### config.mk
export PLATFORM = sky130hd
export DESIGN_NAME = input_ram_ctrl
export DESIGN_NICKNAME = d
export VERILOG_FILES = /design/src/rtl/input_ram_ctrl.sv
export SDC_FILE = /design/constraint.sdc
export NUM_CORES = 1
export LEC_CHECK = 0
export CORE_UTILIZATION = 45
export DETAILED_ROUTE_END_ITERATION = 8
export MAX_ROUTING_LAYER = met4
export PLACE_DENSITY_LB_ADDON = 0.08
export SYNTH_ARGS = -nofsm -noshare
export SYNTH_HDL_FRONTEND = slang
export SYNTH_SLANG_ARGS = --single-unit
### constraint.sdc
create_clock -name clk -period 9.9 [get_ports clk]
set_input_delay 0.99 -clock clk [delete_from_list [all_inputs] [get_ports clk]]
set_output_delay 0.99 -clock clk [all_outputs]
set_load 0.005 [all_outputs]
### src/rtl/input_ram_ctrl.sv
// input_ram_ctrl: two-line input RAM sequencer (frame reset, DDR line fetch, ping-pong write steering, rows y/y+1 read side)
module input_ram_ctrl #(
  parameter int IMAGE_WIDTH = 11
) (
  input  logic                   clk,
  input  logic                   rst_n,
  input  logic                   i_frame_start,
  input  logic [IMAGE_WIDTH-1:0] i_src_width,
  input  logic [IMAGE_WIDTH-1:0] i_src_height,
  output logic                   o_ddr_rd_req,
  output logic [IMAGE_WIDTH-1:0] o_ddr_rd_line,
  input  logic                   i_ddr_data_valid,
  output logic                   o_fifo_i_rst,
  output logic                   o_fifo_i_wr_line,
  output logic [IMAGE_WIDTH-1:0] o_fifo_i_wr_addr,
  output logic                   o_fifo_i_wr_en,
  input  logic                   i_row_req,
  input  logic [IMAGE_WIDTH-1:0] i_row_y,
  output logic                   o_row_ready,
  input  logic                   i_rd_en,
  input  logic [IMAGE_WIDTH-1:0] i_rd_x,
  output logic                   o_fifo_i_rd_line,
  output logic [IMAGE_WIDTH-1:0] o_fifo_i_rd_addr,
  output logic                   o_pix_valid
);
  typedef enum logic [2:0] {IDLE, RST, REQ, FILL, CHECK, READY} state_t;
  state_t state_q, state_d;
  logic [IMAGE_WIDTH-1:0] w_q, w_d, h_q, h_d, top_y_q, top_y_d, wr_cnt_q, wr_cnt_d;
  logic [IMAGE_WIDTH-1:0] yt_q, yt_d, ddr_line_q, ddr_line_d, rd_addr_q, rd_addr_d;
  logic [IMAGE_WIDTH-1:0] y_clamp, x_clamp;
  logic top_slot_q, top_slot_d, wr_line_q, wr_line_d, pend_q, pend_d;
  logic rd_v_q, rd_v_d, pix_valid_q, pix_valid_d;
  logic [1:0] fill_idx_q, fill_idx_d;
  logic fill_done;
  always_comb begin
    state_d     = state_q;
    w_d         = w_q;
    h_d         = h_q;
    top_y_d     = top_y_q;
    top_slot_d  = top_slot_q;
    wr_cnt_d    = wr_cnt_q;
    wr_line_d   = wr_line_q;
    yt_d        = yt_q;
    pend_d      = pend_q;
    ddr_line_d  = ddr_line_q;
    fill_idx_d  = fill_idx_q;
    fill_done   = fill_idx_q == 2'd2;
    y_clamp     = (i_row_y > h_q - IMAGE_WIDTH'(2)) ? h_q - IMAGE_WIDTH'(2) : i_row_y;
    x_clamp     = (i_rd_x > w_q - IMAGE_WIDTH'(1)) ? w_q - IMAGE_WIDTH'(1) : i_rd_x;
    rd_v_d      = (state_q == READY) && i_rd_en;
    rd_addr_d   = rd_v_d ? x_clamp : rd_addr_q;
    pix_valid_d = rd_v_q;
    unique case (state_q)
      IDLE: ;
      RST:  state_d = REQ;
      REQ:  state_d = FILL;
      FILL: if (i_ddr_data_valid) begin
        wr_cnt_d = wr_cnt_q + IMAGE_WIDTH'(1);
        if (wr_cnt_q == w_q - IMAGE_WIDTH'(1)) begin
          state_d    = CHECK;
          fill_idx_d = fill_done ? fill_idx_q : fill_idx_q + 2'd1;
          top_slot_d = fill_done ? ~top_slot_q : top_slot_q;
          top_y_d    = fill_done ? top_y_q + IMAGE_WIDTH'(1) : top_y_q;
        end
      end
      CHECK: if (!fill_done) state_d = REQ;
      else if (i_row_req) begin
        yt_d   = y_clamp;
        pend_d = 1'b1;
      end else if (pend_q) begin
        state_d = (top_y_q < yt_q) ? REQ : READY;
        pend_d  = top_y_q < yt_q;
      end
      READY: if (i_row_req) begin
        yt_d    = y_clamp;
        pend_d  = 1'b1;
        state_d = CHECK;
      end
      default: state_d = IDLE;
    endcase
    if (i_frame_start) begin
      w_d        = i_src_width;
      h_d        = i_src_height;
      top_y_d    = '0;
      top_slot_d = 1'b0;
      fill_idx_d = 2'd0;
      pend_d     = 1'b0;
      state_d    = RST;
    end
    if (state_d == REQ) begin
      ddr_line_d = fill_done ? top_y_q + IMAGE_WIDTH'(2) : {{(IMAGE_WIDTH-1){1'b0}}, fill_idx_q[0]};
      wr_line_d  = fill_done ? top_slot_q : fill_idx_q[0];
      wr_cnt_d   = '0;
    end
  end
  always_ff @(posedge clk or negedge rst_n) begin
    if (!rst_n) begin
      state_q     <= IDLE;
      w_q         <= '0;
      h_q         <= '0;
      top_y_q     <= '0;
      top_slot_q  <= 1'b0;
      wr_cnt_q    <= '0;
      wr_line_q   <= 1'b0;
      yt_q        <= '0;
      pend_q      <= 1'b0;
      ddr_line_q  <= '0;
      fill_idx_q  <= 2'd0;
      rd_v_q      <= 1'b0;
      rd_addr_q   <= '0;
      pix_valid_q <= 1'b0;
    end else begin
      state_q     <= state_d;
      w_q         <= w_d;
      h_q         <= h_d;
      top_y_q     <= top_y_d;
      top_slot_q  <= top_slot_d;
      wr_cnt_q    <= wr_cnt_d;
      wr_line_q   <= wr_line_d;
      yt_q        <= yt_d;
      pend_q      <= pend_d;
      ddr_line_q  <= ddr_line_d;
      fill_idx_q  <= fill_idx_d;
      rd_v_q      <= rd_v_d;
      rd_addr_q   <= rd_addr_d;
      pix_valid_q <= pix_valid_d;
    end
  end
  assign o_fifo_i_rst     = state_q == RST;
  assign o_ddr_rd_req     = state_q == REQ;
  assign o_ddr_rd_line    = ddr_line_q;
  assign o_fifo_i_wr_line = wr_line_q;
  assign o_fifo_i_wr_addr = wr_cnt_q;
  assign o_fifo_i_wr_en   = (state_q == FILL) && i_ddr_data_valid;
  assign o_row_ready      = state_q == READY;
  assign o_fifo_i_rd_line = top_slot_q;
  assign o_fifo_i_rd_addr = rd_addr_q;
  assign o_pix_valid      = pix_valid_q;
endmodule

Word-level counts from Yosys, hierarchy flattened
Index checks and enable logic that the tools add are counted.
{ "classes": {"add_sub_neg": 6, "n_mul": 0, "div_mod_pow": 0, "n_lt_le_gt_ge": 3, "n_eq_ne": 12, "shifts": 0, "mux": 40, "bitwise": 1, "reduce_logical": 16} }
{ "op_table": {"columns": ["cell", "count"], "rows": [
  ["11-bit two-way mux", 13],
  ["3-bit two-way mux", 8],
  ["11-bit by 1-bit adder with 11-bit output, second input constant", 2],
  ["11-bit greater-than comparator", 2],
  ["11-bit case mux with 2 select lines", 1],
  ["3-bit case mux with 6 select lines", 1],
  ["2-bit nonzero test", 7],
  ["11-bit by 2-bit adder with 11-bit output, second input constant", 1],
  ["11-bit == test", 1],
  ["11-bit < comparator", 1],
  ["1-bit two-way mux", 11],
  ["11-bit by 1-bit subtractor with 11-bit output, second input constant", 1],
  ["11-bit by 2-bit subtractor with 11-bit output, second input constant", 1],
  ["2-bit two-way mux", 5],
  ["3-bit by 2-bit == test with 1-bit output, second input constant", 3],
  ["4-bit AND reduction", 2],
  ["3-bit == test, second input constant", 2],
  ["3-bit != test, second input constant", 2],
  ["2-bit != test, second input constant", 2],
  ["2-bit AND reduction", 2],
  ["3-bit by 1-bit == test with 1-bit output, second input constant", 1],
  ["3-bit zero test", 1],
  ["3-bit AND reduction", 1],
  ["3-bit nonzero test", 1],
  ["other kinds (5)", 6]
]} }
{ "totals": {"regBits": 87, "latchBits": 0, "ram_bits": 0, "romBits": 0, "in_bits": 50, "output_inout_bits": 40, "wordCells": 92, "mem_count": 0} }

Logic depth before layout (Yosys ltp)
Gate-level depths: netlist of the first run.
{ "depth": {"depth_word": 10, "ltp_mapped": 14, "ltp_nobuf": 13} }

Worst setup path before layout of the first run
No wires, ideal clock.
{ "synth_path": {"kind": "flip-flop to flip-flop", "from": "register w_q[4]", "to": "register rd_addr_q[10], in the netlist o_fifo_i_rd_addr[10]", "setup_time_ns": 0.083, "arrival_time_ns": 3.239, "t_required_ns": 9.817, "slack_ns": 6.578, "stages_incl_launch_ff": 14, "synth_period_minus_slack_ns": 3.322, "path_cell_list": "dfrtp_1 -> buf_6 -> or3_1 -> clkbuf_2 -> or4b_1 -> xor2_1 -> ha_1 -> nand2_1 -> nor4_1 -> a21oi_1 -> o21ai_0 -> clkbuf_1 -> mux2_2 -> o21ai_0"} }
{ "synth_between": {"elab_chain_len": 3} }
{ "synth_lines": {"columns": ["element", "line_no", "text"], "rows": [
  ["start, declared", "28", "logic [IMAGE_WIDTH-1:0] w_q, w_d, h_q, h_d, top_y_q, top_y_d, wr_cnt_q, wr_cnt_d;"],
  ["start signal, assigned", "114", "w_q <= w_d;"],
  ["11-bit by 1-bit subtractor with 11-bit output *", "49", "x_clamp = (i_rd_x > w_q - IMAGE_WIDTH'(1)) ? w_q - IMAGE_WIDTH'(1) : i_rd_x;"],
  ["11-bit greater-than comparator", "49", null],
  ["11-bit two-way mux *", "49", null],
  ["end signal, assigned", "125", "rd_addr_q <= rd_addr_d;"],
  ["end, declared", "29", "logic [IMAGE_WIDTH-1:0] yt_q, yt_d, ddr_line_q, ddr_line_d, rd_addr_q, rd_addr_d;"]
]} }
Mark *: on every way between the ends. The rest lies on a longest branch, timed or not.
A chain may end at the register's enable or synchronous reset.

Worst setup path in the final report of the first run
{ "layout_path": {"from": "register w_q[0]", "to": "register rd_addr_q[7], in the netlist o_fifo_i_rd_addr[7]"} }
Same word-level chain as after synthesis.

==> impl_summary.log, run 1 <==
[metrics] status: completed
[metrics] number of nets with antenna violations after detailed routing: 0
[metrics] Post-Synthesis Cells: 568
[metrics] remaining max-slew budget at the tightest pin: between 20 and 25%
[metrics] required time of the critical path: between 10 and 15 ns
[metrics] number of remaining DRC errors: 0
[metrics] clock buffer count from CTS: 9
[metrics] register-to-register setup slack: a little over 6 ns
[metrics] Period Utilization, post-route: 38.1%
[metrics] Mapped Area: approximately 5500 sq um
[metrics] critical path data arrival time: about 4 ns
[metrics] global route total overflow: 0
[metrics] Setup crit end kind: flop
[metrics] first-pass iteration count of the detailed router: 4
[metrics] count of unique library cells instantiated by Yosys: 58
[metrics] full die area: around 13,000 sq um
[metrics] Layout fillers: 1,045
[metrics] synthesized area divided by synthesized cell count: between 9 and 10 sq um
[metrics] worst hold endpoint: o_pix_valid
[metrics] vias post-DR: 4,251
[metrics] placed cell areas: around 6500 sq um
[metrics] number of hold buffers added after cts: 0
[metrics] commonest register cell after synthesis: dfrtp_1
[metrics] clock tree from TritonCTS: built
[metrics] Post-Place Worst Slack: a little over 6 ns
[metrics] setup clock skew after layout: around 0.0053 ns
[metrics] buffer depth of the longest clock path: 2
[metrics] Tmin final: roughly 3.8 ns
[metrics] area fraction in and, or, nand and nor cells after synthesis: 17.4%
[metrics] Hold Fails Final Rpt: 0
[metrics] Ys Warns: 0
[metrics] routed wire length: approximately 12,000 um
[metrics] post-synthesis compound-gate area fraction: between 10% and 20%
[metrics] commonest non-fill, non-tap cells in the layout: dfrtp_1, clkdlybuf4s50_1, nand2_1, inv_1, nor2_1
[metrics] Critical Path Fanout Max: 6
[metrics] number of levels the H-tree was split into: 3
[metrics] post-detail-place hpwl: 9210 um
[metrics] syn nets: around 660
[metrics] dominant cell type by area after synthesis: dfrtp_1
[metrics] classification of the worst setup path: flop to flop
[metrics] routability congestion estimate from global placement: approximately 0.89
[metrics] DR iter-0 viols: between 100 and 150
[metrics] total number of nets in the final design: around 740
[metrics] vias in the first global route: around 4,300
[metrics] initial standard-cell utilization of the core: between 40% and 50%
[metrics] Final Instance Area: 6740 sq um
[metrics] type of origin of the critical path: flop
[metrics] Clock Latency Late Sink: 0.34 ns
[metrics] RSZ-0062 raised after global routing: false
[metrics] xor and xnor fraction of the mapped netlist area: under 10%
[metrics] number of cells on the worst reg-to-reg path: 12
[metrics] CTS clock-pin slew for the worst setup and hold paths: ~0.060 ns
[metrics] WHS Path Cells: 0
[metrics] first-pass GRT wire length: 20,800 um
[metrics] count of pins over their slew limit: 0
[metrics] area overhead of the layout relative to synthesis: 22.9%
[metrics] CTS resizes: 0
[metrics] antenna violations before repair: 0
[metrics] worst setup path startpoint: w_q[0]
[metrics] die span in x: 112 um
[metrics] Vert. Die Dim: ~110 um
[metrics] maximum number of pins on one net before global-route repair: 56
[metrics] sum of negative setup slack: 0 ns
[metrics] worst min-delay path category: flop to flop
[metrics] proportion of synthesized area in mux cells: 9.68%
[metrics] share of the synthesized area in the top cell type: 39.7%
[metrics] Post-Synth Adder-Cell Area: a little under 9%
[metrics] Max Clock Freq: between 200 and 300 MHz
[metrics] buffer cell driving the clock tree root: clkbuf_16
[metrics] number of clock sinks: 87
[metrics] main combinational cell family by area after synthesis: simple AND/OR/NAND/NOR gates
[metrics] Cell Rows: 39
[metrics] top area cells in the synthesized netlist: dfrtp_1, ha_1, mux2_2
[metrics] hold path startpoint: pix_valid_d
[metrics] Port-buffer cells: 89
[metrics] Crit Reg-Reg Endpoint: o_fifo_i_rd_addr[7]
[metrics] Max Cap Viol: 0
[metrics] Finish-stage setup viols: 0
[metrics] per-cell routed wire length: approximately 16 um
[metrics] flip-flop and latch count after synthesis: 87
[metrics] Tightest Pin Transition: around 1.1 ns
[metrics] fraction of final layout cells with drive strength greater than 1: a little under a tenth
[metrics] worst ir drop on vdd: ~0.13 mV
[metrics] global-route usage over all layers: about 22%
[metrics] leakage power: approximately 3.0 nW
[metrics] diode insertion count for antenna repair: 0
[metrics] Final Worst Setup Slack: a little over 6 ns
[metrics] number of buffers inserted to repair setup after CTS: 0
[metrics] area of the core region: between 10,000 and 15,000 sq um
[metrics] detail-routed via count per cell: 5.35
[metrics] total power divided by cell area: 135 nW/um^2
[metrics] top-level I/O count: 90
[metrics] Reg-to-Reg Start: w_q[0]
[metrics] Post-synth EDFFs: 0
[metrics] async set-reset flop share out of synthesis: between 90% and 100%
[metrics] register area share after synthesis: 39.7%
[cell families after synthesis]
group,Yosys count
buffers and inverters,70
flip-flops,87
XOR/XNOR,50
multiplexers,48
AO/OA/AOI/OAI,89
adder cells (fa/ha/maj),38
AND/OR/NAND/NOR,186
[flip-flops by register name, indices dropped and copies added, names as in the netlist]
signal / flops
o_ddr_rd_line: 11
pix_valid_d: 1
yt_q: 11
o_fifo_i_wr_line: 1
o_fifo_i_rd_addr: 11
w_q: 11
h_q: 11
o_fifo_i_wr_addr: 11
o_fifo_i_rd_line: 1
state_q: 3
top_y_q: 11
fill_idx_q: 2
pend_q: 1
o_pix_valid: 1
[worst max-delay path: stages (launching register included)]
cell and delay [ns]:
dfrtp_1 0.42, inv_1 0.13, ha_1 0.24, nand2b_1 0.11, nor4_1 0.54, xnor2_1 0.19, ha_1 0.23, a211oi_1 0.33
nand4b_1 0.13, o21ai_0 0.58, buf_4 0.28, mux2_2 0.34, o21ai_0 0.15
[report_power, final]
part	total (W)	leakage (nW)	switching (W)	internal [W]
clock	0.000321	0.136	0.000132	0.000190
combinational	0.000191	1.67	0.0000885	0.000103
sequential	0.000396	1.15	0.0000236	0.000373
total	0.000909	2.96	0.000244	0.000665
[cell type report]
class / instances / area [sq um] / share of cell area [%]
Tap cell: 143 / 179 / 2.66
Inverter: 46 / 173 / 2.56
Sequential cell: 87 / 2180 / 32.3
Multi-Input combinational cell: 411 / 3030 / 44.9
Clock buffer: 15 / 278 / 4.12
Timing Repair Buffer: 92 / 906 / 13.4
[layer usage]
metal | part of all wire [%] | global-route usage (%) | up-vias | wire, um
met5 | 0 | - | - | 0
met4 | 0.86 | 4.89 | 0 | 107
met3 | 2.9 | 5.51 | 10 | 358
met2 | 51 | 37.3 | 74 | 6350
met1 | 45 | 25.4 | 2035 | 5560
li1 | - | - | 2132 | -
[Yosys cell counts (2+ instances only)]
master,count
and3_1,3
a31o_1,3
nor2_1,40
ha_1,38
a31oi_1,2
clkbuf_1,21
nor3_1,9
mux2i_1,8
and4_1,4
a21o_1,3
mux2_1,5
o21ai_0,35
clkinv_1,2
nand2_1,51
o21a_1,11
xnor2_1,29
dfrtp_1,87
or4_1,2
buf_6,2
o31ai_1,8
inv_1,44
nand4_1,9
nand2b_1,8
a311o_1,2
a211oi_1,3
mux2_2,35
nand3_1,27
nor2b_1,9
nand4b_1,3
xor2_1,17
nor4_1,6
nor3b_1,4
and2_1,2
a21oi_1,11
xor3_1,2
[stage by stage]
stage | hold slack (ns) | util [%] | cells | total power [W]
floorplan | 0.331 | - | 568 | 0.000520
global placement | 0.333 | 55.4 | 779 | 0.000591
detailed placement | 0.337 | 55.4 | 779 | 0.000595
CTS | 0.351 | 57.8 | 794 | 0.000923
global route | 0.370 | 57.8 | 794 | 0.000959
finish | 0.348 | 57.8 | 794 | 0.000909
[worst max path at each step]
stage / cells after the start / endpoint
4_1_cts: 12 / o_fifo_i_rd_addr[7]
5_1_grt: 12 / o_fifo_i_rd_addr[7]
6_report: 12 / o_fifo_i_rd_addr[7]
3_3_place_gp: 10 / o_fifo_i_rd_addr[10]
3_5_place_dp: 10 / o_fifo_i_rd_addr[7]
2_1_floorplan: 13 / o_fifo_i_rd_addr[10]
No activity file was read; power rests on OpenSTA's default activity.
==> run 2: changes to the inputs <==
==> constraint.sdc (replaced) <==
create_clock -name clk -period 3.9 [get_ports clk]
set_input_delay 0.39 -clock clk [delete_from_list [all_inputs] [get_ports clk]]
set_output_delay 0.39 -clock clk [all_outputs]
set_load 0.005 [all_outputs]
==> run 2 against run 1 <==
  * Core utilization up 0.77 points
  * Combinational power rose to 2.6 times the previous value
  * Global-route usage up 0.49 points
  * Routed wire length up 1.6%
  * Die area unchanged
  * Final cell count up 0.50%
  * Worst hold slack worse by 0.24 ns
  * Register-to-register slack worse by 5.8 ns
  * Cell area up 1.3%
  * Critical path depth down 2
  * Count of clock-buffer cells in the layout down 6
  * Sequential share of layout area down 0.43 points
==> impl_summary.log, run 2 (synthesis gave the netlist of run 1 again) <==
[metrics] status: completed
[metrics] worst min-delay path category: input port to async pin
[metrics] delay of the slowest cell on the worst path: ~0.54 ns
[metrics] share of total power in the clock network: between 40% and 50%
[metrics] RSZ-0062 raised after global routing: false
[metrics] Max Clock Freq: about 280 MHz
[metrics] commonest non-fill, non-tap cells in the layout: dfrtp_1, clkdlybuf4s50_1, nand2_1, inv_1, nor2_1
[metrics] Hold Fails Final Rpt: 0
[metrics] Period Utilization, post-route: between 90% and 100%
[metrics] type of origin of the critical path: flop
[metrics] clock buffer count from CTS: 9
[metrics] Post-Place Worst Slack: 0.131 ns
[metrics] per-cell routed wire length: 15.8 um
[metrics] Clock Latency Late Sink: roughly 0.35 ns
[metrics] Max Cap Viol: 0
[metrics] sum of negative setup slack: 0 ns
[metrics] Tmin final: 3.58 ns
[metrics] Setup crit end kind: flop
[metrics] detail-routed via count per cell: between 5 and 6
[metrics] routability congestion estimate from global placement: 0.941
[metrics] Vert. Die Dim: around 110 um
[metrics] area overhead of the layout relative to synthesis: 24.6%
[metrics] clock tree from TritonCTS: built
[metrics] total number of nets in the final design: approximately 740
[metrics] Finish-stage setup viols: 0
[metrics] number of clock sinks: 87
[metrics] total power divided by cell area: between 300 and 400 nW/um^2
[metrics] leakage power: between 3 and 4 nW
[metrics] number of nets with antenna violations after detailed routing: 0
[metrics] setup clock skew after layout: 0.00895 ns
[metrics] fraction of final layout cells with drive strength greater than 1: about a tenth
[metrics] global-route usage over all layers: 22.1%
[metrics] remaining max-slew budget at the tightest pin: ~16%
[metrics] count of pins over their slew limit: 0
[metrics] Internal: around 0.0018 W
[metrics] buffer cell driving the clock tree root: clkbuf_16
[metrics] Port-buffer cells: 89
[metrics] top-level I/O count: 90
[metrics] buffer depth of the longest clock path: 2
[metrics] initial standard-cell utilization of the core: around 47%
[metrics] CTS clock-pin slew for the worst setup and hold paths: roughly 0.070 ns
[metrics] area of the core region: 11,700 sq um
[metrics] full die area: approximately 13,000 sq um
[metrics] die span in x: approximately 110 um
[metrics] antenna violations before repair: 0
[metrics] worst ir drop on vdd: between 0.15 and 0.2 mV
[metrics] sequential share of power: about 40%
[metrics] net switching power of the design: ~0.00066 W
[metrics] Tightest Pin Transition: 1.25 ns
[metrics] combinational group share of total power: 19.7%
[metrics] Final Worst Setup Slack: ~0.32 ns
[metrics] DR iter-0 viols: around 230
[metrics] Cell Rows: 39
[metrics] Layout fillers: slightly above 1,000
[metrics] maximum number of pins on one net before global-route repair: ~60
[metrics] number of remaining DRC errors: 0
[metrics] Critical Path Fanout Max: 6
[metrics] classification of the worst setup path: flop to flop
[metrics] fraction of power spent switching nets: between 20% and 30%
[metrics] routed wire length: between 10,000 and 15,000 um
[metrics] CP max-delay cell: or4b_1
[metrics] post-detail-place hpwl: between 9000 and 10,000 um
[metrics] crit-path cells: or3_1 > or4b_1 > xor2_1 > ha_1 > a21oi_1 > nand4b_1 > o21ai_1 > buf_4 > mux2_2 > o21ai_0
[metrics] diode insertion count for antenna repair: 0
[metrics] vias post-DR: 4,366
[metrics] first-pass GRT wire length: between 20,000 and 25,000 um
[metrics] critical path data arrival time: ~3.8 ns
[metrics] number of levels the H-tree was split into: 3
[metrics] vias in the first global route: between 4,000 and 5,000
[metrics] global route total overflow: 0
[metrics] first-pass iteration count of the detailed router: 4
[metrics] required time of the critical path: a little over 4 ns
[metrics] number of buffers inserted to repair setup after CTS: 0
-- run 2: layer usage --
layer	wire length, um	part of all wire, %	up-vias	GRT usage [%]
met5	0	0	-	-
met1	5560	44	2132	26.1
met4	295	2.3	0	9.87
met2	6410	51	67	37.5
li1	-	-	2147	-
met3	311	2.5	20	3.35
-- run 2: layout make-up --
cell class	instances	area, sq um	area share, %
multi-input cells	411	3030	44.3
flip-flops and latches	87	2180	31.9
repair buffers	95	928	13.6
clock buffers	9	225	3.30
well taps	143	179	2.62
inverters	46	173	2.53
clock inverters	7	120	1.76
-- run 2: power groups by stage --
stage / logic (W) / registers [W] / clock network, W
floorplan: 0.000322 / 0.000998 / 0
global placement: 0.000486 / 0.00102 / 0
detailed placement: 0.000493 / 0.00102 / 0
CTS: 0.000498 / 0.00100 / 0.00103
global route: 0.000547 / 0.00101 / 0.00107
finish: 0.000492 / 0.00100 / 0.000999
-- run 2: path summary, 6_finish.rpt --
kind	startpoint	end	slack (ns)	cells after the start
max	w_q[3]	o_fifo_i_rd_addr[2]	0.32	10
min	rst_n	o_fifo_i_rd_addr[6]	0.11	1
max reg2reg	w_q[3]	o_fifo_i_rd_addr[2]	0.32	10
min reg2reg	pix_valid_d	o_pix_valid	0.35	0
max in group asynchronous	rst_n	w_q[9]	2.92	2
min in group clk	pix_valid_d	o_pix_valid	0.35	0
-- run 2: what timing repair did --
item | 4_1_cts | 5_1_grt
gates resized for setup | 0 | 1
endpoints found under the setup margin | 0 | 7
hold buffers | 0 | 0
-- run 2: worst max-delay path: cells and delay by family (launching register included) --
family	cells	cell delay (ns)
simple gates	3	1.15
flops	1	0.43
compound gates	3	0.81
mux	1	0.34
buf+inv	1	0.26
fa+ha+maj	1	0.28
xor+xnor	1	0.21
-- run 2: metrics by stage --
stage / area, sq um / utilization, % / power, W / std cells / hold slack (ns)
2_1_floorplan: 5480 / - / 0.00132 / 568 / 0.0944
3_3_place_gp: 6480 / 55.6 / 0.00150 / 782 / 0.333
3_5_place_dp: 6480 / 55.6 / 0.00151 / 782 / 0.336
4_1_cts: 6830 / 58.5 / 0.00253 / 798 / 0.138
5_1_grt: 6830 / 58.5 / 0.00262 / 798 / 0.183
6_report: 6830 / 58.5 / 0.00249 / 798 / 0.111
==> run 3: changes to the inputs <==
--- a/config.mk
+++ b/config.mk
@@ -5,10 +5,12 @@
 export SDC_FILE = /design/constraint.sdc
 export NUM_CORES = 1
 export LEC_CHECK = 0
+export CORE_MARGIN = 4
 export CORE_UTILIZATION = 45
 export DETAILED_ROUTE_END_ITERATION = 8
 export MAX_ROUTING_LAYER = met4
 export PLACE_DENSITY_LB_ADDON = 0.08
+export SLEW_MARGIN = 20
 export SYNTH_ARGS = -nofsm -noshare
 export SYNTH_HDL_FRONTEND = slang
 export SYNTH_SLANG_ARGS = --single-unit
==> run 3 against run 2 <==
  * Highest routed layer unchanged
  * Maximum frequency rose by 3.6%
  * Largest cell class unchanged
  * Largest power group unchanged
  * Routed wire length up 4.5%
  * Sequential power hardly changed
  * Worst hold slack worse by 0.0077 ns
  * Combinational power about the same
  * Flip-flop and latch count unchanged
==> impl_summary.log, run 3 (synthesis gave the netlist of run 1 again) <==
[metrics] initial standard-cell utilization of the core: between 40% and 50%
[metrics] routed wire length: 13,200 um
[metrics] Period Utilization, post-route: about nine tenths
[metrics] full die area: about 14,000 sq um
[metrics] share of total power in the clock network: about a third
[metrics] DR iter-0 viols: 206
[metrics] fraction of final layout cells with drive strength greater than 1: under 10%
[metrics] fraction of power spent switching nets: between 20% and 30%
[metrics] RSZ-0062 raised after global routing: false
[metrics] Hold Fails Final Rpt: 0
[metrics] critical path data arrival time: around 3.7 ns
[metrics] hold_ws: 0.103 ns
[metrics] Clock Latency Late Sink: 0.34 ns
[metrics] diode insertion count for antenna repair: 0
[metrics] remaining max-slew budget at the tightest pin: between 40% and 50%
[metrics] Max Cap Viol: 0
[metrics] number of clock sinks: 87
[metrics] leakage power: a little under 3 nW
[metrics] number of buffers inserted to repair setup after CTS: 0
[metrics] Core Util, Final: 56.3%
[metrics] Critical Path Fanout Max: 6
[metrics] required time of the critical path: 4.16 ns
[metrics] routability congestion estimate from global placement: ~0.85
[metrics] Vert. Die Dim: 118 um
[metrics] total number of nets in the final design: between 700 and 800
[metrics] sum of negative setup slack: 0 ns
[metrics] Cell Rows: 40
[metrics] area overhead of the layout relative to synthesis: 23.0%
[metrics] Max Clock Freq: approximately 290 MHz
[metrics] Tmin final: roughly 3.5 ns
[metrics] first-pass GRT wire length: between 20,000 and 25,000 um
[metrics] number of remaining DRC errors: 0
[metrics] clock tree from TritonCTS: built
[metrics] Tightest Pin Transition: between 0.8 and 0.9 ns
[metrics] worst min-delay path category: input port to async pin
[metrics] Total Power: ~0.0023 W
[metrics] clock buffer count from CTS: 9
[metrics] CTS clock-pin slew for the worst setup and hold paths: around 0.060 ns
[metrics] commonest non-fill, non-tap cells in the layout: dfrtp_1, clkdlybuf4s50_1, nand2_1, inv_1, nor2_1
[metrics] first-pass iteration count of the detailed router: 4
[metrics] Finish-stage setup viols: 0
[metrics] Internal: roughly 0.0016 W
[metrics] worst ir drop on vdd: ~0.17 mV
[metrics] combinational group share of total power: between 20% and 30%
[metrics] Port-buffer cells: 89
[metrics] global route total overflow: 0
[metrics] CTS resizes: 0
[metrics] type of origin of the critical path: flop
[metrics] vias post-DR: between 4,000 and 5,000
[metrics] per-cell routed wire length: 16.5 um
[metrics] antenna violations before repair: 0
[metrics] classification of the worst setup path: flop to flop
[metrics] net switching power of the design: about 0.00062 W
[metrics] status: completed
[metrics] count of pins over their slew limit: 0
[metrics] post-detail-place hpwl: ~10,000 um
[metrics] top-level I/O count: 90
[metrics] Layout fillers: 1,140
[metrics] detail-routed via count per cell: 5.41
[metrics] vias in the first global route: approximately 4,500
[metrics] setup clock skew after layout: about 0.0047 ns
[metrics] Setup crit end kind: flop
[metrics] global-route usage over all layers: about a fifth
[metrics] maximum number of pins on one net before global-route repair: 57
[metrics] die span in x: 118 um
[metrics] area of the core region: 12,000 sq um
[metrics] number of levels the H-tree was split into: 3
[metrics] number of hold buffers added after cts: 0
[metrics] buffer cell driving the clock tree root: clkbuf_16
[metrics] sequential share of power: 44.3%
[metrics] number of nets with antenna violations after detailed routing: 0
[metrics] buffer depth of the longest clock path: 2
[metrics] total power divided by cell area: between 300 and 400 nW/um^2
-- run 3: changes by cell type in the layout (fill, tap and decap cells not counted) --
cell	delta
clkinvlp_4	-1
clkinv_4	-1
inv_6	-1
bufinv_16	-3
clkbuf_8	+1
clkinv_2	+1
clkbuf_1	+1
-- run 3: per-layer routing --
metal | GRT usage (%) | part of all wire (%)
met5 | - | 0
met4 | 9.20 | 2.7
met3 | 3.44 | 2.8
met2 | 34.5 | 50
met1 | 23.5 | 44
-- run 3: final timing paths --
check | startpoint | to | slack (ns) | depth (start not counted)
worst max-delay path | w_q[0] | o_fifo_i_rd_addr[7] | 0.44 | 12
worst min-delay path | rst_n | o_fifo_i_rd_addr[3] | 0.10 | 1
worst max register to register | w_q[0] | o_fifo_i_rd_addr[7] | 0.44 | 12
worst min register to register | pix_valid_d | o_pix_valid | 0.35 | 0
max in group asynchronous | rst_n | o_ddr_rd_line[4] | 2.88 | 2
min in group clk | pix_valid_d | o_pix_valid | 0.35 | 0
-- run 3: area by class of cell --
cell class / instances / area (sq um) / area share, %
Multi-Input combinational cell: 411 / 3030 / 44.9
Sequential cell: 87 / 2180 / 32.3
Timing Repair Buffer: 95 / 928 / 13.8
Clock buffer: 11 / 243 / 3.60
Tap cell: 147 / 184 / 2.73
Inverter: 46 / 173 / 2.56
Clock inverter: 2 / 10.0 / 0.149
-- run 3: through the flow --
step | cells | setup slack, ns | instance area [sq um]
2_1_floorplan | 568 | 0.578 | 5480
3_3_place_gp | 786 | 0.610 | 6490
3_5_place_dp | 786 | 0.473 | 6490
4_1_cts | 799 | 0.454 | 6740
5_1_grt | 799 | 0.218 | 6740
6_report | 799 | 0.442 | 6740
-- run 3: power groups by stage --
stage	combinational [W]	clock, W	sequential (W)
4_1_cts	0.000501	0.000800	0.00101
3_3_place_gp	0.000485	0	0.00102
5_1_grt	0.000553	0.000836	0.00101
3_5_place_dp	0.000497	0	0.00102
2_1_floorplan	0.000322	0	0.000998
6_report	0.000494	0.000773	0.00101
-- run 3: worst max-delay path, cell delays in order, from the launching register on --
cell      delay (ns)
dfrtp_1         0.42
inv_1           0.13
ha_1            0.24
nand2b_1        0.12
or4b_1          0.58
xor2_1          0.35
ha_1            0.32
a21oi_1         0.20
nand4b_1        0.10
o21ai_0         0.22
buf_4           0.20
mux2_2          0.34
o21ai_0         0.14
==> RTL edit 1, RTL diff (config.mk and constraints of run 2) <==
Take the reset off `w_q` and load it in a clocked block of its own.
--- a/src/rtl/input_ram_ctrl.sv
+++ b/src/rtl/input_ram_ctrl.sv
@@ -96,7 +96,6 @@
   always_ff @(posedge clk or negedge rst_n) begin
     if (!rst_n) begin
       state_q     <= IDLE;
-      w_q         <= '0;
       h_q         <= '0;
       top_y_q     <= '0;
       top_slot_q  <= 1'b0;
@@ -111,7 +110,6 @@
       pix_valid_q <= 1'b0;
     end else begin
       state_q     <= state_d;
-      w_q         <= w_d;
       h_q         <= h_d;
       top_y_q     <= top_y_d;
       top_slot_q  <= top_slot_d;
@@ -126,6 +124,10 @@
       pix_valid_q <= pix_valid_d;
     end
   end
+
+  always_ff @(posedge clk) begin
+    w_q <= w_d;
+  end
   assign o_fifo_i_rst     = state_q == RST;
   assign o_ddr_rd_req     = state_q == REQ;
   assign o_ddr_rd_line    = ddr_line_q;
Behaviour: same outputs for any inputs over 10 cycles, from zero or initial values and one cycle with rst_n low; that may be too few to reach the edited logic, so the function may still have changed.
==> RTL edit 1 against run 2 <==
Power decreased by 13%. Combinational power down 18%. Fmax up 1.2%. Synthesized cell count down 6.5%. Area after synthesis shrank 3.4%. Setup slack better by 0.043 ns. Cell area fell by 3.4%. Sequential power about the same. Routed wire length shrank 5.5%. Sequential cell count is the same. Critical path type unchanged. Highest routed layer unchanged.
==> RTL edit 1: results (changes against run 2) <==
status: finished clean
Post-synth top cells: dfrtp_1 (76), nor2_1 (56), nand2_1 (43), ha_1 (38), inv_1 (35)
Seq/Total Area, Yosys: 42.16% (+2.4 points)
layout cells sized above 1: 6.240% (-4.0 points)
post-synth net total: 619 (-5.6%)
fraction of registers with async set or reset after synthesis: 87.36% (-13 points)
flop-to-flop setup slack: 0.36 ns (+0.04 ns)
vias per cell: 5.379 (-1.7%)
largest net degree at the start of global routing: 77 (+31%)
drt pass-1 iters: 4 (unchanged)
HPWL Detailed: 8.996 mm (-4.6%)
Tot GR Track Use: 21.95% (-0.15 points)
sw frac: 27.23% (+0.88 points)
LEAKAGE: 0.002865 uW (-4.7%)
RR Endpoint: o_fifo_i_rd_addr[5]
first-pass GRT wire length: 20.91 mm (-0.66%)
post-synthesis cell type count: 47 (-19%)
initial DRC count: 218 (-6.4%)
clk_skew: 0.005963 ns (-0.002985 ns)
fmax: 282.5 MHz (+1.2%)
post-place setup slack: 0.3911 ns (+0.2605 ns)
post-layout net count: 708 (-4.1%)
Max FO, Critical Path: 12 (+6)
drt wl/cell: 15.48 um (-1.8%)
R2R depth: 12 (+2)
GPL Wtd Cong: 0.9015 (-4.2%)
arrival time at the worst endpoint: 3.77 ns (-0.07 ns)
EDFF count, synth: 11 (+11)
number of fill cells: 1058 (+4.2%)
Setup crit start: w_q[0]
vias in the first global route: 4219 (-1.3%)
Port-buffer cells: 89 (unchanged)
[RTL edit 1: how the worst min path moves through the flow]
stage | start | to | slack (ns)
final | rst_n | o_ddr_rd_line[3] | 0.19
after global placement | pix_valid_d | o_pix_valid | 0.34
after global routing | rst_n | o_ddr_rd_line[7] | 0.29
after CTS | rst_n | o_ddr_rd_line[5] | 0.25
after detailed placement | pix_valid_d | o_pix_valid | 0.34
after floorplan | rst_n | fill_idx_q[0] | 0.09
[RTL edit 1: kinds of logic after synthesis]
kind of cell    Yosys count  synth area share, %
simple gates            186                18.31
compound gates           88                11.06
flops                    87                42.15
buf+inv                  53                3.922
xor+xnor                 52                10.18
fa+ha+maj                38                8.979
mux                      27                5.387
[RTL edit 1: per-stage QoR]
stage / instance area (um^2) / instances / hold slack, ns
after floorplan: 5295 / 531 / 0.09441
after global placement: 6339 / 752 / 0.3420
after detailed placement: 6339 / 752 / 0.3371
after CTS: 6596 / 768 / 0.2483
after global routing: 6596 / 768 / 0.2860
final: 6596 / 768 / 0.1912
[RTL edit 1: power by group through the flow]
stage	Clock [uW]	Combinational, uW	Sequential [uW]
detailed placement	0	408	1020
CTS	791	410	1000
global placement	0	402	1020
global route	825	455	1010
finish	771	405	1000
floorplan	0	243	1010
[RTL edit 1: worst max-delay path, cell delays in order, from the launching register on]
cell and delay, ns:
edfxtp_1 0.45, inv_1 0.14, ha_1 0.20, or4b_4 0.51, or4_1 0.47, xor2_1 0.19
ha_1 0.31, nand4_1 0.11, a211o_1 0.25, a21oi_1 0.21, buf_4 0.21, nor3b_1 0.07
a221o_1 0.29
[RTL edit 1: metal layers]
layer / GRT usage [%] / wire [um]
met5: - / 0
met4: 9.422 / 250
met3: 4.007 / 468
met2: 32.22 / 5269
met1: 29.81 / 5900
[RTL edit 1: layout make-up]
cell class	count	area (um^2)	area share (%)
Multi-Input combinational cell	391	2855	43.29
Sequential cell	87	2232	33.84
Timing Repair Buffer	96	940.9	14.26
Clock buffer	10	229.0	3.471
Tap cell	143	178.9	2.712
Inverter	35	131.4	1.992
Clock inverter	6	28.78	0.4363
==> RTL edit 2, RTL diff (flow settings as in run 2) <==
Made on the original files. Change the parameter `IMAGE_WIDTH` from 11 to 15.
--- a/src/rtl/input_ram_ctrl.sv
+++ b/src/rtl/input_ram_ctrl.sv
@@ -1,6 +1,6 @@
 // input_ram_ctrl: two-line input RAM sequencer (frame reset, DDR line fetch, ping-pong write steering, rows y/y+1 read side)
 module input_ram_ctrl #(
-  parameter int IMAGE_WIDTH = 11
+  parameter int IMAGE_WIDTH = 15
 ) (
   input  logic                   clk,
   input  logic                   rst_n,
Interface: changed (7 resized); port bits go from 90 to 118. No check against the original RTL was run, so the function may have changed too.
==> RTL edit 2 against run 2 <==
Area after synthesis rose by 31%. Global-route usage up 2.4 points. Sequential cell count rose by 28. Setup slack worse by 0.016 ns. Count of clock-buffer cells in the layout increased by 13. Routed wire length increased by 48%. Cell area up 35%. Critical path depth unchanged. Non-clock buffer count rose by 37. Power rose by 41%. Synthesized cell count increased by 34%. Largest power group is now clock.
==> RTL edit 2: results (changes against run 2) <==
DP Area: 8606 um^2 (+33%)
Seq/Total Area, Yosys: 39.95% (+0.23 points)
flop-to-flop setup slack: 0.30 ns (-0.02 ns)
initial DRC count: 359 (+54%)
clk_skew: 0.008851 ns (-0.00009667 ns)
Slew headroom: 44.83% (+29 points)
worst skew pair latency: 0.42 ns (+0.07 ns)
LEAKAGE: 0.004176 uW (+39%)
sw frac: 26.69% (+0.35 points)
Post-synth top cells: dfrtp_1 (115), nand2_1 (85), o21ai_0 (59), inv_1 (57), nor2_1 (55)
post-place setup slack: 0.3343 ns (+0.2037 ns)
Max FO, Critical Path: 12 (+6)
post-layout net count: 998 (+35%)
largest net degree at the start of global routing: 61 (+3.4%)
status: finished clean
post-synthesis cell type count: 60 (+3.4%)
post-synth net total: 878 (+34%)
final WL: 18.56 mm (+48%)
ranking of synthesized cells by area: dfrtp_1 (40%), ha_1 (8.7%), mux2_2 (7.0%), xor2_1 (4.7%), nand2_1 (4.4%)
vias in the first global route: 6058 (+42%)
first-pass GRT wire length: 29.83 mm (+42%)
arrival time at the worst endpoint: 3.94 ns (+0.10 ns)
drt wl/cell: 16.78 um (+6.4%)
fraction of registers with async set or reset after synthesis: 100.0% (unchanged)
Port-buffer cells: 117 (+31%)
synthesized area per cell: 9.453 um^2 (-2.0%)
CP max-delay cell: or4b_4
CP max stage delay: 0.52 ns (-0.02 ns)
CTS H-tree depth: 4 (+1)
layout cells sized above 1: 11.51% (+1.3 points)
Final Cycle Share: 92.27% (+0.40 points)
WHS: 0.05475 ns (-0.05593 ns)
CTS buffer count: 17 (+8)
HPWL Detailed: 14.21 mm (+51%)
-- RTL edit 2: final cells by class --
cell class	count	area, um^2
Clock buffer	22	484.2
Clock inverter	10	105.1
Fill cell	1351	6223
Inverter	58	217.7
Multi-Input combinational cell	558	3979
Sequential cell	115	2878
Tap cell	211	264.0
Timing Repair Buffer	132	1276
-- RTL edit 2: kinds of logic (layout without fill, tap and decap cells) --
logic type,Yosys count,after routing,share of synthesized area [%]
adders and majority gates,50,50,8.685
and+or+nand+nor,243,243,16.55
muxes,69,69,10.37
xor gates and xnor gates,69,69,8.581
DFF,115,115,39.95
AOI/OAI and AO/OA,127,127,10.87
buffers and inverters,89,222,4.985
-- RTL edit 2: path summary, 6_finish.rpt --
check,to,start,depth (start not counted)
setup reg to reg,top_y_q[11],w_q[0],10
max in group asynchronous,h_q[9],rst_n,2
hold reg to reg,o_pix_valid,pix_valid_d,0
setup / recovery,top_y_q[11],w_q[0],10
hold / removal,o_fifo_i_wr_addr[10],rst_n,1
min in group clk,o_pix_valid,pix_valid_d,0
-- RTL edit 2: what timing repair did --
action / CTS / global route
gates resized for setup: 0 / 1
hold buffers: 0 / 0
setup endpoints to repair: 0 / 15
setup buffers: 0 / 0
-- RTL edit 2: routing by layer --
layer  up-vias  global-route usage [%]  share of wire [%]
met4         0                   8.789                2.2
met3        37                   4.740                3.7
met5         -                       -                  0
li1       2888                       -                  -
met1      2847                   28.24                 43
met2       134                   42.23                 51
-- RTL edit 2: power groups by stage --
stage	Clock, uW	Combinational, uW	Sequential (uW)
2_1_floorplan	0	406	1320
6_report	1540	648	1330
5_1_grt	1630	719	1340
3_5_place_dp	0	647	1350
4_1_cts	1570	653	1330
3_3_place_gp	0	631	1350
